$ cat config.mk
export PLATFORM = sky130hd
export DESIGN_NAME = cdb_arbiter_flat
export DESIGN_NICKNAME = d
export VERILOG_FILES = /design/src/rtl/cdb_arbiter_if.sv /design/src/rtl/cdb_arbiter.sv /design/src/flat_wrapper.sv
export SDC_FILE = /design/constraint.sdc
export NUM_CORES = 1
export LEC_CHECK = 0
export ABC_AREA = 1
export CAP_MARGIN = 20
export CORE_MARGIN = 3
export CORE_UTILIZATION = 50
export DETAILED_ROUTE_END_ITERATION = 12
export PLACE_DENSITY = 0.95
export SYNTH_ARGS = -nofsm -noshare
export SYNTH_HDL_FRONTEND = slang
export SYNTH_SLANG_ARGS = --single-unit
$ cat constraint.sdc
create_clock -name clk -period 5 [get_ports clk]
set_clock_uncertainty 0.05 [all_clocks]
set_input_delay 0.5 -clock clk [delete_from_list [all_inputs] [get_ports clk]]
set_output_delay 0.5 -clock clk [all_outputs]
set_load 0.005 [all_outputs]
$ cat src/rtl/cdb_arbiter_if.sv
// CDB arbiter bus: functional-unit result requests in, registered broadcast ports out.
// The master side is the requesters/consumers, the slave side is the arbiter.
interface cdb_arbiter_if #(
    parameter int unsigned NUM_REQ   = 4,
    parameter int unsigned CDB_COUNT = 2,
    parameter int unsigned PR_BITS   = 6,
    parameter int unsigned ROB_BITS  = 5
);
    logic [NUM_REQ-1:0]                  req_valid;
    logic [NUM_REQ-1:0][PR_BITS-1:0]     req_pr_dest;
    logic [NUM_REQ-1:0][31:0]            req_result;
    logic [NUM_REQ-1:0][ROB_BITS-1:0]    req_rob_idx;
    logic [NUM_REQ-1:0]                  req_ready;

    logic [CDB_COUNT-1:0]                cdb_valid;
    logic [CDB_COUNT-1:0][PR_BITS-1:0]   cdb_pr_dest;
    logic [CDB_COUNT-1:0][31:0]          cdb_result;
    logic [CDB_COUNT-1:0][ROB_BITS-1:0]  cdb_rob_idx;

    modport master (
        output req_valid, req_pr_dest, req_result, req_rob_idx,
        input  req_ready,
        input  cdb_valid, cdb_pr_dest, cdb_result, cdb_rob_idx
    );

    modport slave (
        input  req_valid, req_pr_dest, req_result, req_rob_idx,
        output req_ready,
        output cdb_valid, cdb_pr_dest, cdb_result, cdb_rob_idx
    );
endinterface

$ cat src/rtl/cdb_arbiter.sv
// Round-robin arbiter granting up to CDB_COUNT completed results per cycle onto
// registered common-data-bus broadcast ports, packed densely from port 0.
module cdb_arbiter #(
    parameter int unsigned NUM_REQ   = 4,
    parameter int unsigned CDB_COUNT = 2,
    parameter int unsigned PR_BITS   = 6,
    parameter int unsigned ROB_BITS  = 5
) (
    input  logic          clk,
    input  logic          rst,
    input  logic          flush,
    cdb_arbiter_if.slave  bus
);

    localparam int unsigned PTR_W = (NUM_REQ > 1) ? $clog2(NUM_REQ) : 1;
    localparam int unsigned SUM_W = PTR_W + 1;
    localparam int unsigned CNT_W = $clog2(CDB_COUNT + 1);

    typedef struct packed {
        logic [PR_BITS-1:0]  pr_dest;
        logic [31:0]         result;
        logic [ROB_BITS-1:0] rob_idx;
    } cdb_payload_t;

    logic [PTR_W-1:0]                  rr_ptr_q, rr_ptr_d;
    logic [CDB_COUNT-1:0]              cdb_valid_q, cdb_valid_d;
    cdb_payload_t [CDB_COUNT-1:0]      payload_q, payload_d;

    logic [NUM_REQ-1:0]                valid_rot_c;
    logic [CDB_COUNT-1:0]              port_fill_c;
    logic [CDB_COUNT-1:0][PTR_W-1:0]   port_idx_c;
    logic [NUM_REQ-1:0]                grant_c;
    logic [CNT_W-1:0]                  scan_cnt_c;
    logic [SUM_W-1:0]                  scan_idx_c;

    // Bit k of the rotated vector is requester (rr_ptr + k) mod NUM_REQ.
    assign valid_rot_c = NUM_REQ'({bus.req_valid, bus.req_valid} >> rr_ptr_q);

    // Scan from rr_ptr, filling ports in order; the pointer follows the last grant.
    always_comb begin
        port_fill_c = '0;
        port_idx_c  = '0;
        rr_ptr_d    = rr_ptr_q;
        scan_cnt_c  = '0;
        scan_idx_c  = '0;
        if (rst && !flush) begin
            for (int unsigned k = 0; k < NUM_REQ; k++) begin
                scan_idx_c = SUM_W'(rr_ptr_q) + SUM_W'(k);
                if (scan_idx_c >= SUM_W'(NUM_REQ)) begin
                    scan_idx_c = scan_idx_c - SUM_W'(NUM_REQ);
                end
                if (valid_rot_c[k] && (scan_cnt_c < CNT_W'(CDB_COUNT))) begin
                    for (int unsigned p = 0; p < CDB_COUNT; p++) begin
                        if (scan_cnt_c == CNT_W'(p)) begin
                            port_fill_c[p] = 1'b1;
                            port_idx_c[p]  = PTR_W'(scan_idx_c);
                        end
                    end
                    scan_cnt_c = scan_cnt_c + CNT_W'(1);
                    rr_ptr_d   = (scan_idx_c == SUM_W'(NUM_REQ - 1)) ? '0
                                                                     : PTR_W'(scan_idx_c + SUM_W'(1));
                end
            end
        end
    end

    // Per-port payload select; unfilled ports keep their previous payload.
    always_comb begin
        grant_c     = '0;
        cdb_valid_d = port_fill_c;
        payload_d   = payload_q;
        for (int unsigned p = 0; p < CDB_COUNT; p++) begin
            for (int unsigned i = 0; i < NUM_REQ; i++) begin
                if (port_fill_c[p] && (port_idx_c[p] == PTR_W'(i))) begin
                    grant_c[i]           = 1'b1;
                    payload_d[p].pr_dest = bus.req_pr_dest[i];
                    payload_d[p].result  = bus.req_result[i];
                    payload_d[p].rob_idx = bus.req_rob_idx[i];
                end
            end
        end
    end

    always_ff @(posedge clk or negedge rst) begin
        if (!rst) begin
            rr_ptr_q    <= '0;
            cdb_valid_q <= '0;
            payload_q   <= '0;
        end else begin
            rr_ptr_q    <= rr_ptr_d;
            cdb_valid_q <= cdb_valid_d;
            payload_q   <= payload_d;
        end
    end

    assign bus.req_ready = grant_c;

    always_comb begin
        bus.cdb_valid   = cdb_valid_q;
        bus.cdb_pr_dest = '0;
        bus.cdb_result  = '0;
        bus.cdb_rob_idx = '0;
        for (int unsigned p = 0; p < CDB_COUNT; p++) begin
            bus.cdb_pr_dest[p] = payload_q[p].pr_dest;
            bus.cdb_result[p]  = payload_q[p].result;
            bus.cdb_rob_idx[p] = payload_q[p].rob_idx;
        end
    end

endmodule
$ cat src/flat_wrapper.sv
// flat-port wrapper written by rule: the top's interface ports become plain ports
module cdb_arbiter_flat 
#(
    parameter int unsigned NUM_REQ   = 4,
    parameter int unsigned CDB_COUNT = 2,
    parameter int unsigned PR_BITS   = 6,
    parameter int unsigned ROB_BITS  = 5
)
  (clk, rst, flush, bus_req_valid, bus_req_pr_dest, bus_req_result, bus_req_rob_idx, bus_req_ready, bus_cdb_valid, bus_cdb_pr_dest, bus_cdb_result, bus_cdb_rob_idx);
  cdb_arbiter_if #(.NUM_REQ(NUM_REQ), .CDB_COUNT(CDB_COUNT), .PR_BITS(PR_BITS), .ROB_BITS(ROB_BITS)) bus_i ();
  input  logic clk;
  input  logic rst;
  input  logic flush;
  input wire logic [$bits(bus_i.req_valid)-1:0] bus_req_valid;
  input wire logic [$bits(bus_i.req_pr_dest)-1:0] bus_req_pr_dest;
  input wire logic [$bits(bus_i.req_result)-1:0] bus_req_result;
  input wire logic [$bits(bus_i.req_rob_idx)-1:0] bus_req_rob_idx;
  output wire logic [$bits(bus_i.req_ready)-1:0] bus_req_ready;
  output wire logic [$bits(bus_i.cdb_valid)-1:0] bus_cdb_valid;
  output wire logic [$bits(bus_i.cdb_pr_dest)-1:0] bus_cdb_pr_dest;
  output wire logic [$bits(bus_i.cdb_result)-1:0] bus_cdb_result;
  output wire logic [$bits(bus_i.cdb_rob_idx)-1:0] bus_cdb_rob_idx;
  assign bus_i.req_valid = bus_req_valid;
  assign bus_i.req_pr_dest = bus_req_pr_dest;
  assign bus_i.req_result = bus_req_result;
  assign bus_i.req_rob_idx = bus_req_rob_idx;
  assign bus_req_ready = bus_i.req_ready;
  assign bus_cdb_valid = bus_i.cdb_valid;
  assign bus_cdb_pr_dest = bus_i.cdb_pr_dest;
  assign bus_cdb_result = bus_i.cdb_result;
  assign bus_cdb_rob_idx = bus_i.cdb_rob_idx;
  cdb_arbiter #(.NUM_REQ(NUM_REQ), .CDB_COUNT(CDB_COUNT), .PR_BITS(PR_BITS), .ROB_BITS(ROB_BITS)) u_core (.clk(clk), .rst(rst), .flush(flush), .bus(bus_i));
endmodule
* Yosys cells after proc, flatten, opt, wreduce, memory -nomap -nowiden
Index checks and enable logic that the tools add are counted.
** Operators by class
- Div/mod/pow operators :: 0
- Equal/unequal tests :: 13
- Bitwise gates (word level) :: 0
- $add $sub $neg :: 13
- Shifts and indexed selects :: 1
- Muxes and demuxes :: 60
- Multipliers :: 0
- Reduce and logical (&&, ||, !) cells :: 22
- $lt $le $gt $ge :: 7
** Operators by type and width (count)
- two-way mux 43 bit :: 8
- two-way mux 2 bit :: 24
- two-way mux 3 bit :: 8
- two-way mux 1 bit :: 16
- two-way mux 4 bit :: 4
- adder 2 x 1 -> 2 bit, second input constant :: 6
- == test 3 x 2 -> 1 bit, second input constant :: 4
- logical AND 1 bit :: 12
- nonzero test 4 bit :: 3
- == test 2 x 1 -> 1 bit, second input constant :: 5
- zero test 2 bit :: 5
- greater-or-equal comparator 3 bit, second input constant :: 3
- subtractor 3 bit, second input constant :: 3
- == test 2 bit, second input constant :: 4
- >> shifter 8 x 2 -> 4 bit :: 1
- adder 2 x 2 -> 3 bit, second input constant :: 2
- < comparator 2 bit, second input constant :: 3
- adder 2 x 1 -> 3 bit, second input constant :: 1
- greater-or-equal comparator 2 x 3 -> 1 bit, second input constant :: 1
- subtractor 2 x 3 -> 3 bit, second input constant :: 1
- AND reduction 2 bit :: 1
- zero test 1 bit :: 1
** Word-level totals
- Memory bits (read-only) :: 0
- RAM bits :: 0
- Logic and storage cells :: 124
- Memories :: 0
- Flip-flop bits (word level) :: 90
- Output and inout port bits :: 92
- Bits of input ports :: 179
- Latch bits :: 0

* Logic depth before layout (Yosys ltp)
Gate-level depths: netlist (run 1).
- Depth after elaboration :: 21
- Mapped depth :: 23
- Gate-level depth less buffers :: 21

* Worst setup path after synthesis (run 1)
No wires, ideal clock.
- Path type :: reg2out
- Start :: register u_core.rr_ptr_q[0]
- End :: output port bus_req_ready[0]
- Arrival time :: 2.676 ns
- Setup slack :: 1.774 ns
- Buffers on the path :: 4
- Required time :: 4.450 ns
- Cell stages (with the launch flop) :: 18
- Path through :: dfrtp_1 buf_6 inv_2 buf_6 nand2_1 nand3_1 nand2_1 inv_2 ha_1 inv_1 nand4_1 nand2_2 nand2_4 a21boi_2 buf_2 buf_2 nand2_1 o21ai_0
** Between the ends
- Elaborated cells between the ends (all ways) :: 68
- Those cells by class :: add/sub: 9; order compare: 7; eq/ne: 3; shift: 1; mux: 38; reduce/logical: 10
** RTL lines
- from (decl) :: RTL line cdb_arbiter.sv:25 : logic [PTR_W-1:0] rr_ptr_q, rr_ptr_d;
- from (signal assigned) :: RTL line cdb_arbiter.sv:90 : rr_ptr_q <= rr_ptr_d;
- >> shifter 8 x 2 -> 4 bit (*) :: RTL line cdb_arbiter.sv:37 : assign valid_rot_c = NUM_REQ'({bus.req_valid, bus.req_valid} >> rr_ptr_q);
- two-way mux 1 bit :: RTL line cdb_arbiter.sv:52 : if (valid_rot_c[k] && (scan_cnt_c < CNT_W'(CDB_COUNT))) begin
- two-way mux 2 bit :: RTL line cdb_arbiter.sv:46 : if (rst && !flush) begin
- < comparator 2 bit :: RTL line cdb_arbiter.sv:52
- logical AND 1 bit :: RTL line cdb_arbiter.sv:52
- two-way mux 2 bit :: RTL line cdb_arbiter.sv:52
- two-way mux 2 bit :: RTL line cdb_arbiter.sv:46
- < comparator 2 bit :: RTL line cdb_arbiter.sv:52
- (+2 left out)
- two-way mux 2 bit :: RTL line cdb_arbiter.sv:46
- < comparator 2 bit or zero test 2 bit (tied branches) :: RTL line cdb_arbiter.sv:52, cdb_arbiter.sv:54
- logical AND 1 bit or two-way mux 1 bit (tied branches) :: RTL line cdb_arbiter.sv:52, cdb_arbiter.sv:54
- two-way mux 2 bit (*) :: RTL line cdb_arbiter.sv:52
- two-way mux 2 bit (*) :: RTL line cdb_arbiter.sv:46
- via u_core.cdb_valid_d[0] :: RTL line cdb_arbiter.sv:26 : logic [CDB_COUNT-1:0] cdb_valid_q, cdb_valid_d;
- logical AND 1 bit (*) :: RTL line cdb_arbiter.sv:74 : if (port_fill_c[p] && (port_idx_c[p] == PTR_W'(i))) begin
- two-way mux 1 bit (*) (2 in a row) :: RTL line cdb_arbiter.sv:74
- to (decl) :: RTL line flat_wrapper.sv:18 : output wire logic [$bits(bus_i.req_ready)-1:0] bus_req_ready;
Mark *: on every way through the listed nets, which the timed path passes. The rest lies on a longest branch. The select of a mux whose other input is x is not followed.

* Worst setup path in the final report (run 1)
- Start :: register u_core.rr_ptr_q[0]
- End :: output port bus_req_ready[0]
** Between the ends
- Word-level cells in the longest chain between the ends :: 19
- Elaborated cells between the ends (all ways) :: 68
- Those cells by class :: add/sub: 9; order compare: 7; eq/ne: 3; shift: 1; mux: 38; reduce/logical: 10
** Ends and longest elaborated chain (RTL line)
- >> shifter 8 x 2 -> 4 bit :: cdb_arbiter.sv:37
- two-way mux 1 bit :: cdb_arbiter.sv:52
- two-way mux 2 bit :: cdb_arbiter.sv:46
- < comparator 2 bit :: cdb_arbiter.sv:52
- logical AND 1 bit :: cdb_arbiter.sv:52
- two-way mux 2 bit :: cdb_arbiter.sv:52
- two-way mux 2 bit :: cdb_arbiter.sv:46
- < comparator 2 bit :: cdb_arbiter.sv:52
- (+3 left out)
- < comparator 2 bit or zero test 2 bit (tied branches) :: cdb_arbiter.sv:52, cdb_arbiter.sv:54
- logical AND 1 bit or two-way mux 2 bit (tied branches) :: cdb_arbiter.sv:52, cdb_arbiter.sv:54
- two-way mux 4 bit :: cdb_arbiter.sv:52
- two-way mux 4 bit :: cdb_arbiter.sv:46
- zero test 2 bit :: cdb_arbiter.sv:74
- logical AND 1 bit :: cdb_arbiter.sv:74
- two-way mux 1 bit :: cdb_arbiter.sv:74
- two-way mux 1 bit (*) :: cdb_arbiter.sv:74
Every way passes the cells marked *; elsewhere a longest branch is shown, timed or not. The select of a mux whose other input is x is not followed.

==> reports/qor.yml, run 1 <==
dp_cells: 1598
grt_antenna_before_repair: 0
setup_tns_ns: 0
dp_hpwl_mm: 19.6
grt-ovfl-total: 0
post_cts_resized: 0
num_rows: 43
start_util_pct: 52.2
layout_common_cells: "nand2_1 (472), clkdlybuf4s50_1 (269), inv_1 (141), nand3_1 (100), nand4_1 (92)"
final_common_cell: "nand2_1"
whs_ns: 0.223
fp.dieW_um: 128
powerDensity_nw_per_um2: 499
worst-path-max-fanout: 23
clkLatencyLatePin_ns: 0.35
vias_per_cell: 5.84
grt_max_degree: 87
ys_warn_count: 0
fin_crit_sh_pct: 89.7
crit_arrival_ns: 3.94
detail-route-antenna-nets: 0
crit_path_start_kind: "flop"
fp.coreArea_um2: 14100
grt_pass1_wl_mm: 45.8
ctsHoldBuffers: 0
drive_gt1_share_pct: 4.75
cts_setup_buffers: 0
yosysSeqAreaShare_pct: 30.5
slew_headroom_pct: 35.3
stdcell_count: 1613
track_usage_pct: 34.9
gp_congestion: 0.877
die_y_um: 128
worstMarginPinSlew_ns: 0.970
required_ns: 4.45
clk_pin_slew_ns: 0.07
htreeDepth: 3
area_growth_pct: 41.1
dieArea_um2: 16300
syn_area_um2: 7390
ys_seq_elements: 90
synth_fp_nets: 1402
diodes: 0
first_iter_violations: 1258
status: "finished, final reports clean"
end_kind: "output port"
ir_drop_v: 0.000273
slowest_stage: "clkdlybuf4s50_1"
cts_tree: "built"
final_nets: 1617
vias: 9421
ys_types: 29
netlist_instances: 1214
avgSynthCellArea_um2: 6.08
cts_root_buffer: "clkbuf_16"
setup_violations: 0
fillerInstances: 1090
io_buffers: 270
route.detailed.drc: 0
clkSinkCount: 90
ios: 271
min-delay-path-class: "input port to async pin"
min_period_ns: 4.49
critPathMaxStageDelay_ns: 0.59
first_pass_iters: 6
p_leak_nw: 5.55
slew_viol_final: 0
crit_chain: "inv_2 > nand2_1 > nand3_1 > nand2_1 > inv_2 > ha_1 > inv_1 > nand3_1 > nand2_1 > nand2_2 > nor2_1 > a21boi_1 > nand2_2 > nand3_1 > o21ai_0 > clkdlybuf4s50_1"
clockBufferDepth: 2
wl_per_cell_um: 17.6
maxCapViolCount: 0
hold_viol_final: 0
grt_pass1_vias: 9273
numCtsBuffers: 9
fmax_ghz: 0.223
crit_type: "flop to output port"
drt-total-wl_mm: 28.3
rsz0062_at_grt: "no"
[final cells by class]
type,instances,area (um^2),share of cell area (%)
Tap cell,180,225,2.16
Clock buffer,10,229,2.20
Sequential cell,90,2250,21.6
Clock inverter,5,104,0.996
Inverter,149,559,5.36
Multi-Input combinational cell,886,4160,39.9
Timing Repair Buffer,293,2900,27.8
[worst max-delay path, delay by kind of cell, from the launching register on]
family,cells,cell delay (ns)
and+or+nand+nor,9,1.44
buffers and inverters,4,1.08
DFF,1,0.51
AOI/OAI and AO/OA,2,0.35
adders and majority gates,1,0.20
[path summary, 6_finish.rpt]
kind / from / to / slack (ns) / depth (start not counted)
max in group asynchronous: rst / u_core.rr_ptr_q[0]$_DFFE_PN0P_ / 3.61 / 3
worst min-delay path: rst / u_core.bus.cdb_result[1]$_DFFE_PN0P_ / 0.22 / 2
worst max register to register: u_core.rr_ptr_q[0]$_DFFE_PN0P_ / u_core.bus.cdb_pr_dest[3]$_DFFE_PN0P_ / 0.98 / 18
worst min register to register: u_core.bus.cdb_result[34]$_DFFE_PN0P_ / u_core.bus.cdb_result[34]$_DFFE_PN0P_ / 0.43 / 2
min in group clk: u_core.bus.cdb_result[34]$_DFFE_PN0P_ / u_core.bus.cdb_result[34]$_DFFE_PN0P_ / 0.43 / 2
worst max-delay path: u_core.rr_ptr_q[0]$_DFFE_PN0P_ / bus_req_ready[0] / 0.51 / 16
[through the flow]
stage | worst slack, ns | utilization (%) | total power (W) | cell area (um^2)
global placement | 0.726 | 71.3 | 0.00430 | 10100
floorplan | 1.77 | - | 0.00302 | 7390
global route | 0.163 | 73.7 | 0.00560 | 10400
CTS | 0.400 | 73.7 | 0.00517 | 10400
finish | 0.514 | 73.7 | 0.00521 | 10400
detailed placement | 0.635 | 71.3 | 0.00436 | 10100
[cell usage after synthesis]
library cell | instances | share of area, %
nand2_1 | 472 | 24
inv_1 | 141 | 7.2
nor2_1 | 7 | 0.36
o21ai_0 | 54 | 3.7
clkbuf_1 | 33 | 1.7
buf_1 | 1 | 0.051
buf_2 | 43 | 2.9
xor2_1 | 1 | 0.12
nor3_1 | 2 | 0.14
nand3_4 | 1 | 0.24
nand2_4 | 1 | 0.15
o21ai_1 | 39 | 2.6
a21boi_1 | 1 | 0.10
nand3b_1 | 1 | 0.10
dfrtp_1 | 90 | 30
nor3_4 | 1 | 0.22
buf_4 | 10 | 1.0
a21boi_2 | 1 | 0.15
a21oi_2 | 1 | 0.12
nand4_1 | 92 | 7.8
inv_2 | 8 | 0.41
buf_6 | 2 | 0.30
nor2_4 | 4 | 0.61
ha_1 | 9 | 1.5
nand2_2 | 5 | 0.42
nand3_1 | 100 | 6.8
nand3_2 | 7 | 0.95
a21oi_1 | 86 | 5.8
o22ai_1 | 1 | 0.085
[logic make-up (layout without fill, tap and decap cells)]
group           count (synthesis)  after routing  synth area share [%]
flops                          90             90                  30.5
compound gates                183            183                  12.6
simple gates                  693            693                  41.7
fa+ha+maj                       9              9                  1.52
buf+inv                       238            457                  13.5
xor+xnor                        1              1                 0.119
[flip-flops by register name, summed over array words and instances (netlist names)]
| name | count |
|---|---|
| u_core.rr_ptr_q | 2 |
| u_core.bus.cdb_rob_idx | 10 |
| u_core.bus.cdb_pr_dest | 12 |
| u_core.bus.cdb_result | 64 |
| u_core.bus.cdb_valid | 2 |
[report_power, final]
part | switching [W] | internal [W] | leakage [nW]
registers | 0.000230 | 0.00107 | 1.12
logic | 0.00180 | 0.00131 | 4.26
clock network | 0.000305 | 0.000486 | 0.163
[layer usage]
| metal | up-vias | wire [um] | GRT usage (%) |
|---|---|---|---|
| li1 | 4352 | - | - |
| met1 | 4209 | 10300 | 42.2 |
| met2 | 734 | 13400 | 57.4 |
| met5 | - | 0 | 0 |
| met4 | 0 | 1460 | 20.0 |
| met3 | 126 | 3230 | 7.86 |
Power figures use the tool's default switching activity.
==> run 2, diff against run 1 <==
--- a/config.mk
+++ b/config.mk
@@ -11,6 +11,7 @@
 export CORE_UTILIZATION = 50
 export DETAILED_ROUTE_END_ITERATION = 12
 export PLACE_DENSITY = 0.95
+export SKIP_CTS_REPAIR_TIMING = 1
 export SYNTH_ARGS = -nofsm -noshare
 export SYNTH_HDL_FRONTEND = slang
 export SYNTH_SLANG_ARGS = --single-unit
==> results of run 2 <==
Same layout as run 1: the final DEF is identical, and so are final timing and power.
